===== src/rtl/interrupt_controller_n_pkg.sv =====
// Shared definitions for the interrupt controller:
// register map, control bits and FSM states.
package interrupt_controller_n_pkg;

  localparam logic [2:0] ADDR_MASK    = 3'd0;
  localparam logic [2:0] ADDR_TRIGGER = 3'd1;
  localparam logic [2:0] ADDR_VBASE   = 3'd2;
  localparam logic [2:0] ADDR_CTRL    = 3'd3;
  localparam logic [2:0] ADDR_EOI     = 3'd4;
  localparam logic [2:0] ADDR_IRR     = 3'd5;
  localparam logic [2:0] ADDR_ISR     = 3'd6;
  localparam logic [2:0] ADDR_PTR     = 3'd7;

  localparam int CTRL_AUTO_EOI = 0;
  localparam int CTRL_ROTATE   = 1;
  localparam int EOI_SPECIFIC  = 7;

  typedef enum logic [1:0] {
    ST_IDLE,
    ST_REQUEST,
    ST_VECTOR
  } ic_state_e;

endpackage


===== src/rtl/interrupt_controller_n_rotator.sv =====
// Rotating priority encoder: channel ptr is highest,
// then ptr+1 and so on, wrapping modulo NUM_IRQ.
module priority_rotator_n #(
  parameter int NUM_IRQ = 16,
  parameter int PW      = $clog2(NUM_IRQ)
) (
  input  logic [NUM_IRQ-1:0] request,
  input  logic [PW-1:0]      ptr,
  output logic               valid,
  output logic [PW-1:0]      index
);

  logic [PW:0] c;

  // Walk from lowest priority to highest so the last hit wins.
  always_comb begin
    valid = 1'b0;
    index = '0;
    c     = '0;
    for (int i = NUM_IRQ - 1; i >= 0; i--) begin
      c = {1'b0, ptr} + (PW+1)'(i);
      if (c >= (PW+1)'(NUM_IRQ))
        c = c - (PW+1)'(NUM_IRQ);
      if (request[c[PW-1:0]]) begin
        valid = 1'b1;
        index = c[PW-1:0];
      end
    end
  end

endmodule


===== src/rtl/interrupt_controller_n.sv =====
// Fully nested, rotating-priority interrupt controller
// with edge/level channels and a CPU ack handshake.
module interrupt_controller_n
  import interrupt_controller_n_pkg::*;
#(
  parameter int NUM_IRQ      = 16,
  parameter int VECTOR_WIDTH = 8
) (
  input  logic                    clock,
  input  logic                    reset_n,
  input  logic [NUM_IRQ-1:0]      interrupt_request,
  input  logic                    write_enable,
  input  logic [2:0]              address,
  input  logic [31:0]             data_bus_in,
  input  logic                    read_enable,
  output logic [31:0]             data_bus_out,
  output logic                    interrupt_to_cpu,
  input  logic                    interrupt_acknowledge,
  output logic                    vector_valid,
  output logic [VECTOR_WIDTH-1:0] vector,
  output logic                    spurious
);

  localparam int PW = $clog2(NUM_IRQ);

  logic [NUM_IRQ-1:0]      mask_q, trig_q;
  logic [NUM_IRQ-1:0]      irr_q, isr_q, prev_q;
  logic [VECTOR_WIDTH-1:0] vbase_q, vec_q;
  logic [1:0]              ctrl_q;
  logic [PW-1:0]           ptr_q;
  logic                    spur_q;
  logic [31:0]             rd_q, rd_d;
  ic_state_e               state_q, state_d;

  logic [NUM_IRQ-1:0] irr_eff, rise, eoi_clr, ack_clr;
  logic [NUM_IRQ-1:0] isr_post, isr_d, irr_d;
  logic [NUM_IRQ-1:0] allowed, eligible;
  logic [PW-1:0]      ptr_post, ptr_d, eoi_idx;
  logic               eoi_wr, eoi_hit, lvl_ok, ack_take;
  logic               isr_pre_valid, isr_top_valid, win_valid;
  logic [PW-1:0]      isr_pre_idx, isr_top_idx, win_idx;
  logic               unused_bits;

  assign unused_bits = ^data_bus_in;

  function automatic logic [PW-1:0] next_ch(
    input logic [PW-1:0] ch
  );
    return (ch == PW'(NUM_IRQ - 1)) ? '0 : ch + PW'(1);
  endfunction

  function automatic logic [PW:0] rank_of(
    input logic [PW-1:0] ch,
    input logic [PW-1:0] p
  );
    logic [PW:0] r;
    r = {1'b0, ch} + (PW+1)'(NUM_IRQ) - {1'b0, p};
    if (r >= (PW+1)'(NUM_IRQ))
      r = r - (PW+1)'(NUM_IRQ);
    return r;
  endfunction

  assign irr_eff = (trig_q & irr_q)
                 | (~trig_q & interrupt_request);
  assign rise    = interrupt_request & ~prev_q;
  assign eoi_wr  = write_enable && (address == ADDR_EOI);
  assign lvl_ok  = {27'd0, data_bus_in[4:0]}
                   < 32'(NUM_IRQ);

  priority_rotator_n #(.NUM_IRQ(NUM_IRQ)) u_isr_pre (
    .request (isr_q),
    .ptr     (ptr_q),
    .valid   (isr_pre_valid),
    .index   (isr_pre_idx)
  );

  // EOI is resolved before the acknowledge looks at ISR.
  always_comb begin
    eoi_hit = 1'b0;
    eoi_idx = '0;
    eoi_clr = '0;
    if (eoi_wr) begin
      if (data_bus_in[EOI_SPECIFIC]) begin
        eoi_hit = lvl_ok;
        eoi_idx = PW'(data_bus_in[4:0]);
      end else begin
        eoi_hit = isr_pre_valid;
        eoi_idx = isr_pre_idx;
      end
    end
    if (eoi_hit)
      eoi_clr[eoi_idx] = 1'b1;
    isr_post = isr_q & ~eoi_clr;
    ptr_post = (eoi_hit && ctrl_q[CTRL_ROTATE])
             ? next_ch(eoi_idx) : ptr_q;
  end

  priority_rotator_n #(.NUM_IRQ(NUM_IRQ)) u_isr_top (
    .request (isr_post),
    .ptr     (ptr_post),
    .valid   (isr_top_valid),
    .index   (isr_top_idx)
  );

  always_comb begin
    allowed = '0;
    for (int c = 0; c < NUM_IRQ; c++)
      allowed[c] = !isr_top_valid
        || (rank_of(PW'(c), ptr_post)
            < rank_of(isr_top_idx, ptr_post));
    eligible = irr_eff & ~mask_q & allowed;
  end

  priority_rotator_n #(.NUM_IRQ(NUM_IRQ)) u_win (
    .request (eligible),
    .ptr     (ptr_post),
    .valid   (win_valid),
    .index   (win_idx)
  );

  assign ack_take = (state_q == ST_REQUEST)
                 && interrupt_acknowledge;

  always_comb begin
    isr_d   = isr_post;
    ptr_d   = ptr_post;
    ack_clr = '0;
    if (ack_take && win_valid) begin
      if (!ctrl_q[CTRL_AUTO_EOI])
        isr_d[win_idx] = 1'b1;
      else if (ctrl_q[CTRL_ROTATE])
        ptr_d = next_ch(win_idx);
      if (trig_q[win_idx])
        ack_clr[win_idx] = 1'b1;
    end
    // A fresh edge beats the acknowledge clear.
    irr_d = (irr_q & ~ack_clr) | rise;
  end

  always_ff @(posedge clock or negedge reset_n) begin
    if (!reset_n) begin
      state_q <= ST_IDLE;
    end else begin
      state_q <= state_d;
    end
  end

  always_comb begin
    state_d = state_q;
    unique case (1'b1)
      state_q == ST_IDLE:
        if (|eligible) state_d = ST_REQUEST;
      state_q == ST_REQUEST:
        if (ack_take)        state_d = ST_VECTOR;
        else if (!(|eligible)) state_d = ST_IDLE;
      default:
        state_d = ST_IDLE;
    endcase
  end

  always_comb begin
    interrupt_to_cpu = (state_q == ST_REQUEST);
    vector_valid     = (state_q == ST_VECTOR);
    vector           = vector_valid ? vec_q : '0;
    spurious         = vector_valid && spur_q;
  end

  always_comb begin
    unique case (address)
      ADDR_MASK:    rd_d = 32'(mask_q);
      ADDR_TRIGGER: rd_d = 32'(trig_q);
      ADDR_VBASE:   rd_d = 32'(vbase_q);
      ADDR_CTRL:    rd_d = 32'(ctrl_q);
      ADDR_IRR:     rd_d = 32'(irr_eff);
      ADDR_ISR:     rd_d = 32'(isr_q);
      ADDR_PTR:     rd_d = 32'(ptr_q);
      default:      rd_d = '0;
    endcase
  end

  always_ff @(posedge clock or negedge reset_n) begin
    if (!reset_n) begin
      mask_q  <= '1;
      trig_q  <= '0;
      vbase_q <= '0;
      ctrl_q  <= '0;
      irr_q   <= '0;
      isr_q   <= '0;
      ptr_q   <= '0;
      prev_q  <= '0;
      vec_q   <= '0;
      spur_q  <= 1'b0;
      rd_q    <= '0;
    end else begin
      irr_q  <= irr_d;
      isr_q  <= isr_d;
      ptr_q  <= ptr_d;
      prev_q <= interrupt_request;
      rd_q   <= read_enable ? rd_d : '0;
      if (ack_take) begin
        spur_q <= !win_valid;
        vec_q  <= win_valid
          ? vbase_q + VECTOR_WIDTH'(win_idx)
          : vbase_q + VECTOR_WIDTH'(NUM_IRQ - 1);
      end
      if (write_enable) begin
        unique case (address)
          ADDR_MASK:
            mask_q <= data_bus_in[NUM_IRQ-1:0];
          ADDR_TRIGGER:
            trig_q <= data_bus_in[NUM_IRQ-1:0];
          ADDR_VBASE:
            vbase_q <= data_bus_in[VECTOR_WIDTH-1:0];
          ADDR_CTRL:
            ctrl_q <= data_bus_in[1:0];
          default: ;
        endcase
      end
    end
  end

  assign data_bus_out = rd_q;

endmodule

===== config.mk =====
export PLATFORM = sky130hd
export DESIGN_NAME = interrupt_controller_n
export DESIGN_NICKNAME = d
export VERILOG_FILES = /design/src/rtl/interrupt_controller_n_pkg.sv /design/src/rtl/interrupt_controller_n_rotator.sv /design/src/rtl/interrupt_controller_n.sv
export SDC_FILE = /design/constraint.sdc
export NUM_CORES = 1
export LEC_CHECK = 0
export CAP_MARGIN = 15
export CORE_ASPECT_RATIO = 0.9
export CORE_UTILIZATION = 60
export CTS_CLUSTER_SIZE = 14
export DETAILED_ROUTE_END_ITERATION = 7
export PLACE_DENSITY = 0.88
export SLEW_MARGIN = 20
export SYNTH_ARGS = -nofsm -noshare
export SYNTH_HDL_FRONTEND = slang
export SYNTH_HIERARCHICAL = 1
export SYNTH_SLANG_ARGS = --single-unit

===== constraint.sdc =====
create_clock -name clock -period 17.1 [get_ports clock]
set_input_delay 2.565 -clock clock [delete_from_list [all_inputs] [get_ports clock]]
set_output_delay 2.565 -clock clock [all_outputs]
set_load 0.02 [all_outputs]

# Word level (Yosys, flattened, before mapping)
# Cells that the tools add are included.
dict set report classes {
  addsub 101
  shifts 0
  magnitude_cmp 102
  n_div 0
  reduce_logical 33
  bitwise 15
  n_mux 270
  multipliers 0
  n_eq_ne 13
}
# cell n
set ops {}
lappend ops {{$mux W4} 88}
lappend ops {{$ge A5 B5 Y1 const B} 47}
lappend ops {{$bmux W1 S4} 49}
lappend ops {{$lt A4 B5 Y1 const B} 34}
lappend ops {{$sub A4 B1 Y4 const B} 32}
lappend ops {{$and A16 B16 Y16} 7}
lappend ops {{$pmux W16 S7} 1}
lappend ops {{$mux W1} 101}
lappend ops {{$mux W5} 17}
lappend ops {{$sub A5 B5 Y5 const B} 17}
lappend ops {{$add A4 B4 Y5 const B} 16}
lappend ops {{$lt A5 B5 Y1} 16}
lappend ops {{$mux W16} 5}
lappend ops {{$not A16 Y16} 5}
lappend ops {{$sub A5 B4 Y5 const A} 16}
lappend ops {{$or A16 B16 Y16} 3}
lappend ops {{$add A4 B3 Y5 const B} 8}
lappend ops {{$mux W32} 1}
lappend ops {{$add A4 B2 Y5 const B} 4}
lappend ops {{$logic_or A1 B1 Y1} 16}
lappend ops {{$mux W8} 2}
lappend ops {{$reduce_or A16 Y1} 1}
lappend ops {{$eq A3 B3 Y1 const B} 4}
lappend ops {{$add A4 B1 Y5 const B} 2}
lappend ops {{23 further kinds} 42}
dict set report totals {
  latchBits 0
  ram_bits 0
  ff_bits 137
  memories 0
  wordCells 546
  romBits 0
  input_bits 56
  output_inout_bits 43
}

# Depth between registers and ports, before layout
dict set report logic_depth {
  depth_word 82
  depth_mapped 64
  mapped_depth_nobuf 55
}

# By module
# Netlist, hierarchy kept.
# module cells_per_inst instances seq_area_each_um2 area_each_um2
set modules_own_cells {}
lappend modules_own_cells {interrupt_controller_n 767 1 3047.9 7569.8}
lappend modules_own_cells {{priority_rotator_n (u_isr_pre ...)} 259 2 0.0 2328.5}
lappend modules_own_cells {{priority_rotator_n (u_win)} 239 1 0.0 2006.9}

# Worst setup path after synthesis
# Ideal clock, no wire load.
dict set report synth_timing {
  path_kind {register to register}
  startpoint {register ptr_q[0]}
  endpoint {register vec_q[7]}
  arrival_time_ps 14817
  period_less_slack_ps 14949
  stages_incl_launch_ff 59
  path_buffers 8
  t_required_ps 16969
  slack_ps 2151
  setup_time_ps 131
  cell_sequence {dfrtp_1 buf_6 buf_8 clkbuf_1 clkinv_1 ha_1 clkbuf_1 mux4_2 mux2i_1 mux2i_1 a21oi_1 o221a_1 o221ai_1 o21a_1 mux2_2 and2_1 ha_1 o21ai_0 (+23 left out) o21a_1 mux4_1 mux4_2 or2_4 a211o_1 a311o_1 o2111a_1 o21ai_1 inv_1 nand2_1 ha_1 a21o_1 a21oi_1 nor2b_1 o21a_1 nand3_1 xor2_1 o21ai_0}
}
dict set report synth_via {
  word_cells_on_any_way 440
  classes_between {add/sub: 99; order compare: 67; eq/ne: 1; mux: 251; bitwise: 3; reduce/logical: 19}
}
# item line
set synth_lines {}
lappend synth_lines {{from (decl)} interrupt_controller_n.sv:30} ;# logic [PW-1:0] ptr_q;
lappend synth_lines {{from (signal assigned)} interrupt_controller_n.sv:197} ;# ptr_q <= ptr_d;
lappend synth_lines {{$add A4 B4 Y5} interrupt_controller_n_rotator.sv:21} ;# c = {1'b0, ptr} + (PW+1)'(i);
lappend synth_lines {{$sub A4 B1 Y4 / $ge A5 B5 Y1 (equally long branches)} {interrupt_controller_n_rotator.sv:23, interrupt_controller_n_rotator.sv:22}}
lappend synth_lines {{$mux W4} interrupt_controller_n_rotator.sv:22} ;# if (c >= (PW+1)'(NUM_IRQ))
lappend synth_lines {{$bmux W1 S4} interrupt_controller_n_rotator.sv:24} ;# if (request[c[PW-1:0]]) begin
lappend synth_lines {{$mux W1 (implied by the code)} interrupt_controller_n_rotator.sv:24}
lappend synth_lines {{$mux W4 (15 in a row)} interrupt_controller_n_rotator.sv:24}
lappend synth_lines {{$mux W4 (*)} interrupt_controller_n_rotator.sv:24}
lappend synth_lines {{named net isr_pre_idx[1]} interrupt_controller_n.sv:41} ;# logic [PW-1:0] isr_pre_idx, isr_top_idx, win_idx;
lappend synth_lines {{(+5 left out)} n/a}
lappend synth_lines {{named net ptr_post[1]} interrupt_controller_n.sv:38} ;# logic [PW-1:0] ptr_post, ptr_d, eoi_idx;
lappend synth_lines {{(+21 left out)} n/a}
lappend synth_lines {{named net isr_top_idx[0]} interrupt_controller_n.sv:41}
lappend synth_lines {{(+7 left out)} n/a}
lappend synth_lines {{named net eligible[8]} interrupt_controller_n.sv:37} ;# logic [NUM_IRQ-1:0] allowed, eligible;
lappend synth_lines {{$bmux W1 S4} interrupt_controller_n_rotator.sv:24}
lappend synth_lines {{$mux W1 (implied by the code)} interrupt_controller_n_rotator.sv:24}
lappend synth_lines {{$mux W4 (15 in a row)} interrupt_controller_n_rotator.sv:24}
lappend synth_lines {{$mux W4 (*)} interrupt_controller_n_rotator.sv:24}
lappend synth_lines {{named net win_idx[1]} interrupt_controller_n.sv:41}
lappend synth_lines {{$add A8 B4 Y8 (*)} interrupt_controller_n.sv:203} ;# ? vbase_q + VECTOR_WIDTH'(win_idx)
lappend synth_lines {{$mux W8 (*)} interrupt_controller_n.sv:203}
lappend synth_lines {{to (signal assigned)} interrupt_controller_n.sv:202} ;# vec_q <= win_valid
lappend synth_lines {{to (decl)} interrupt_controller_n.sv:28} ;# logic [VECTOR_WIDTH-1:0] vbase_q, vec_q;
# The timed path passes the listed nets; every way through them passes the cells marked *. The select of a mux whose other input is x is not followed.
# A chain may end at the register's enable or synchronous reset.

# Worst setup path after layout
dict set report layout_timing {
  startpoint {register ptr_q[2]}
  endpoint {register vec_q[7]}
}
# The elaborated chain is that of the path after synthesis.

==> impl_metrics.tcl <==
set metrics [dict create \
    tightestPinTransition_ps 1080 \
    numPortBuffers 66 \
    fill_cells 1700 \
    rows 53 \
    chipHeight_um 148 \
    grt_max_degree 81 \
    grt_pass1_wl_um 69900 \
    crit_required_ps 17390 \
    layout_common_cells "160 x nand2_1, 105 x dfrtp_1, 103 x nor2_1" \
    synth_flop_cell "dfrtp_1" \
    cts_tree "done" \
    synth_warnings 6 \
    insertion_delay_ps 420 \
    die_w_um 164 \
    fmax_mhz 62.0 \
    fin_worst_skew_ps 7.58 \
    wl_um 44300 \
    final_util_pct 67.2 \
    routabilityCongestion 0.960 \
    slew_headroom_pct 27.9 \
    post_cts_resized 0 \
    drv_cap 0 \
    slew_violations 0 \
    fin_crit_sh_pct 94.3 \
    crit_end "vec_q[7]" \
    register_area_um2 3050 \
    async_reset_ff_share_pct 100 \
    synth.distinct_cells 107 \
    cts_buffers 17 \
    crit_start "ptr_q[2]" \
    cpPeakStageDelay_ps 660 \
    cp_max_fo 33 \
    synth-seq-cells 121 \
    place_ws_ps 1670 \
    clockBufferDepth 2 \
    io_pins 99 \
    grt_use_total_pct 36.8 \
    fin_crit_ps 16120 \
    drt_iter0_drc 1542 \
    coreArea_um2 23300 \
    rsz0062_at_grt "false" \
    cts_sinks 121 \
    syn_area_um2 14200 \
    syn_avg_cell_area_um2 9.34 \
    grt-ovfl-total 0 \
    areaGrowthSynthToFinish_pct 10.2 \
    yosysTopAreaCell "dfrtp_1" \
    hp-class "flop to flop" \
    syn_inst 1524 \
    crit_type "flop to flop" \
    stdcell_count 1873 \
    detail_route.wl_per_cell_um 23.6 \
    drcViolationCount 0 \
    clk_pin_slew_ps 60 \
    drive_gt1_share_pct 17.5 \
    mostFrequentLayoutCell "nand2_1" \
    grt_pass1_vias 12800 \
    dr_total_vias 13400 \
    critPathLaunchType "flop" \
    netlist.area_leader.share_pct 18.5 \
    root_buffer "clkbuf_16" \
    h-tree-depth 4 \
    critPathCaptureType "flop" \
    r2r_cells 56 \
    synth_edf_count 0 \
    post-cts-setup-buffers 0 \
    ant_nets 0 \
    status "finished, final reports clean" \
    timing.rr.start "ptr_q[2]" \
    finalHoldViolCount 0 \
    dp_hpwl_um 30800 \
    n_antenna_cell 0 \
    multiInputGateArea_um2 10500 \
    hold_buffers 0 \
    slowest_stage "mux4_2" \
    r2r_slack_ps 980 \
    dieArea_um2 24300 \
    finalSetupViolations 0 \
    dpl.cell_count 1840 \
    finish.net_count 1694 \
    seq_area_frac_synth_pct 21.4 \
    drtPass1Iterations 6 \
    arrival_ps 16410 \
    r2r-end "vec_q[7]" \
    setup_ws_ps 980 \
    vias_per_cell 7.16 \
    antenna_found_initial 1 \
    tns_ps 0 \
    synth.area.top_cells "dfrtp_1 18%, mux4_2 8.2%, mux2_2 7.4%" \
    initial_core_util_pct 61.0 \
]
## worst max-delay path, delay by kind of cell, from the launching register on
family,cells,cell delay (ps)
AO/OA/AOI/OAI,21,4960
XOR/XNOR,4,1410
adder cells (fa/ha/maj),6,1890
buffers and inverters,9,2150
flip-flops,1,380
multiplexers,6,2910
AND/OR/NAND/NOR,10,2210
## cell type report
| type | count | area share [%] |
|---|---|---|
| Multi-Input combinational cell | 1249 | 66.8 |
| Sequential cell | 121 | 19.4 |
| Timing Repair Buffer | 88 | 5.30 |
| Clock buffer | 25 | 3.22 |
| Tap cell | 302 | 2.41 |
| Inverter | 81 | 1.95 |
| Clock inverter | 7 | 0.893 |
## cells in the mapped netlist, types with 22 or more instances
library cell / n
o21ai_0: 98
a21oi_1: 72
mux4_1: 27
ha_1: 78
nor2_1: 103
clkbuf_1: 35
xnor2_1: 29
inv_1: 76
mux2i_1: 98
o21a_1: 30
nand2_1: 160
buf_4: 22
dfrtp_1: 105
mux4_2: 52
mux2_2: 94
nand3_1: 25
## how the worst min path moves through the flow
stage,slack (ps),from,endpoint,cells past startpoint
global placement,400,prev_q[4],irr_q[4],1
floorplan,400,prev_q[0],irr_q[0],1
detailed placement,410,prev_q[3],irr_q[3],1
finish,410,prev_q[3],irr_q[3],1
CTS,420,prev_q[3],irr_q[3],1
global route,430,prev_q[3],irr_q[3],1
## logic make-up after synthesis
| kind of cell | count (synthesis) | share of synthesized area (%) |
|---|---|---|
| flops | 121 | 21.4 |
| mux | 281 | 28.8 |
| fa+ha+maj | 80 | 7.14 |
| buf+inv | 169 | 5.72 |
| xor+xnor | 53 | 3.74 |
| simple gates | 416 | 13.8 |
| other cells | 1 | 0.0263 |
| compound gates | 403 | 19.4 |
## flip-flops by register name (all words and copies together), names as in the netlist
register	flops
mask_q	16
ptr_q	4
trig_q	16
irr_q	16
vec_q	8
vbase_q	8
isr_q	16
ctrl_q	2
state_q	2
spur_q	1
data_bus_out	16
prev_q	16
## through the flow
step | cell area (um^2) | hold slack [ps]
2_1_floorplan | 14300 | 400
3_3_place_gp | 15000 | 402
3_5_place_dp | 15000 | 409
4_1_cts | 15700 | 417
5_1_grt | 15700 | 435
6_report | 15700 | 413
## layer usage
metal,track usage [%],vias to the layer above,routed length (um)
met5,0,-,0
met2,56.3,921,19800
met3,7.86,186,5010
met4,17.3,0,2170
met1,49.8,6532,17300
li1,-,5775,-
Power is left out: the tool's default activity adds up to more than one toggle a clock period on the data nets, which glitch-free logic cannot reach.
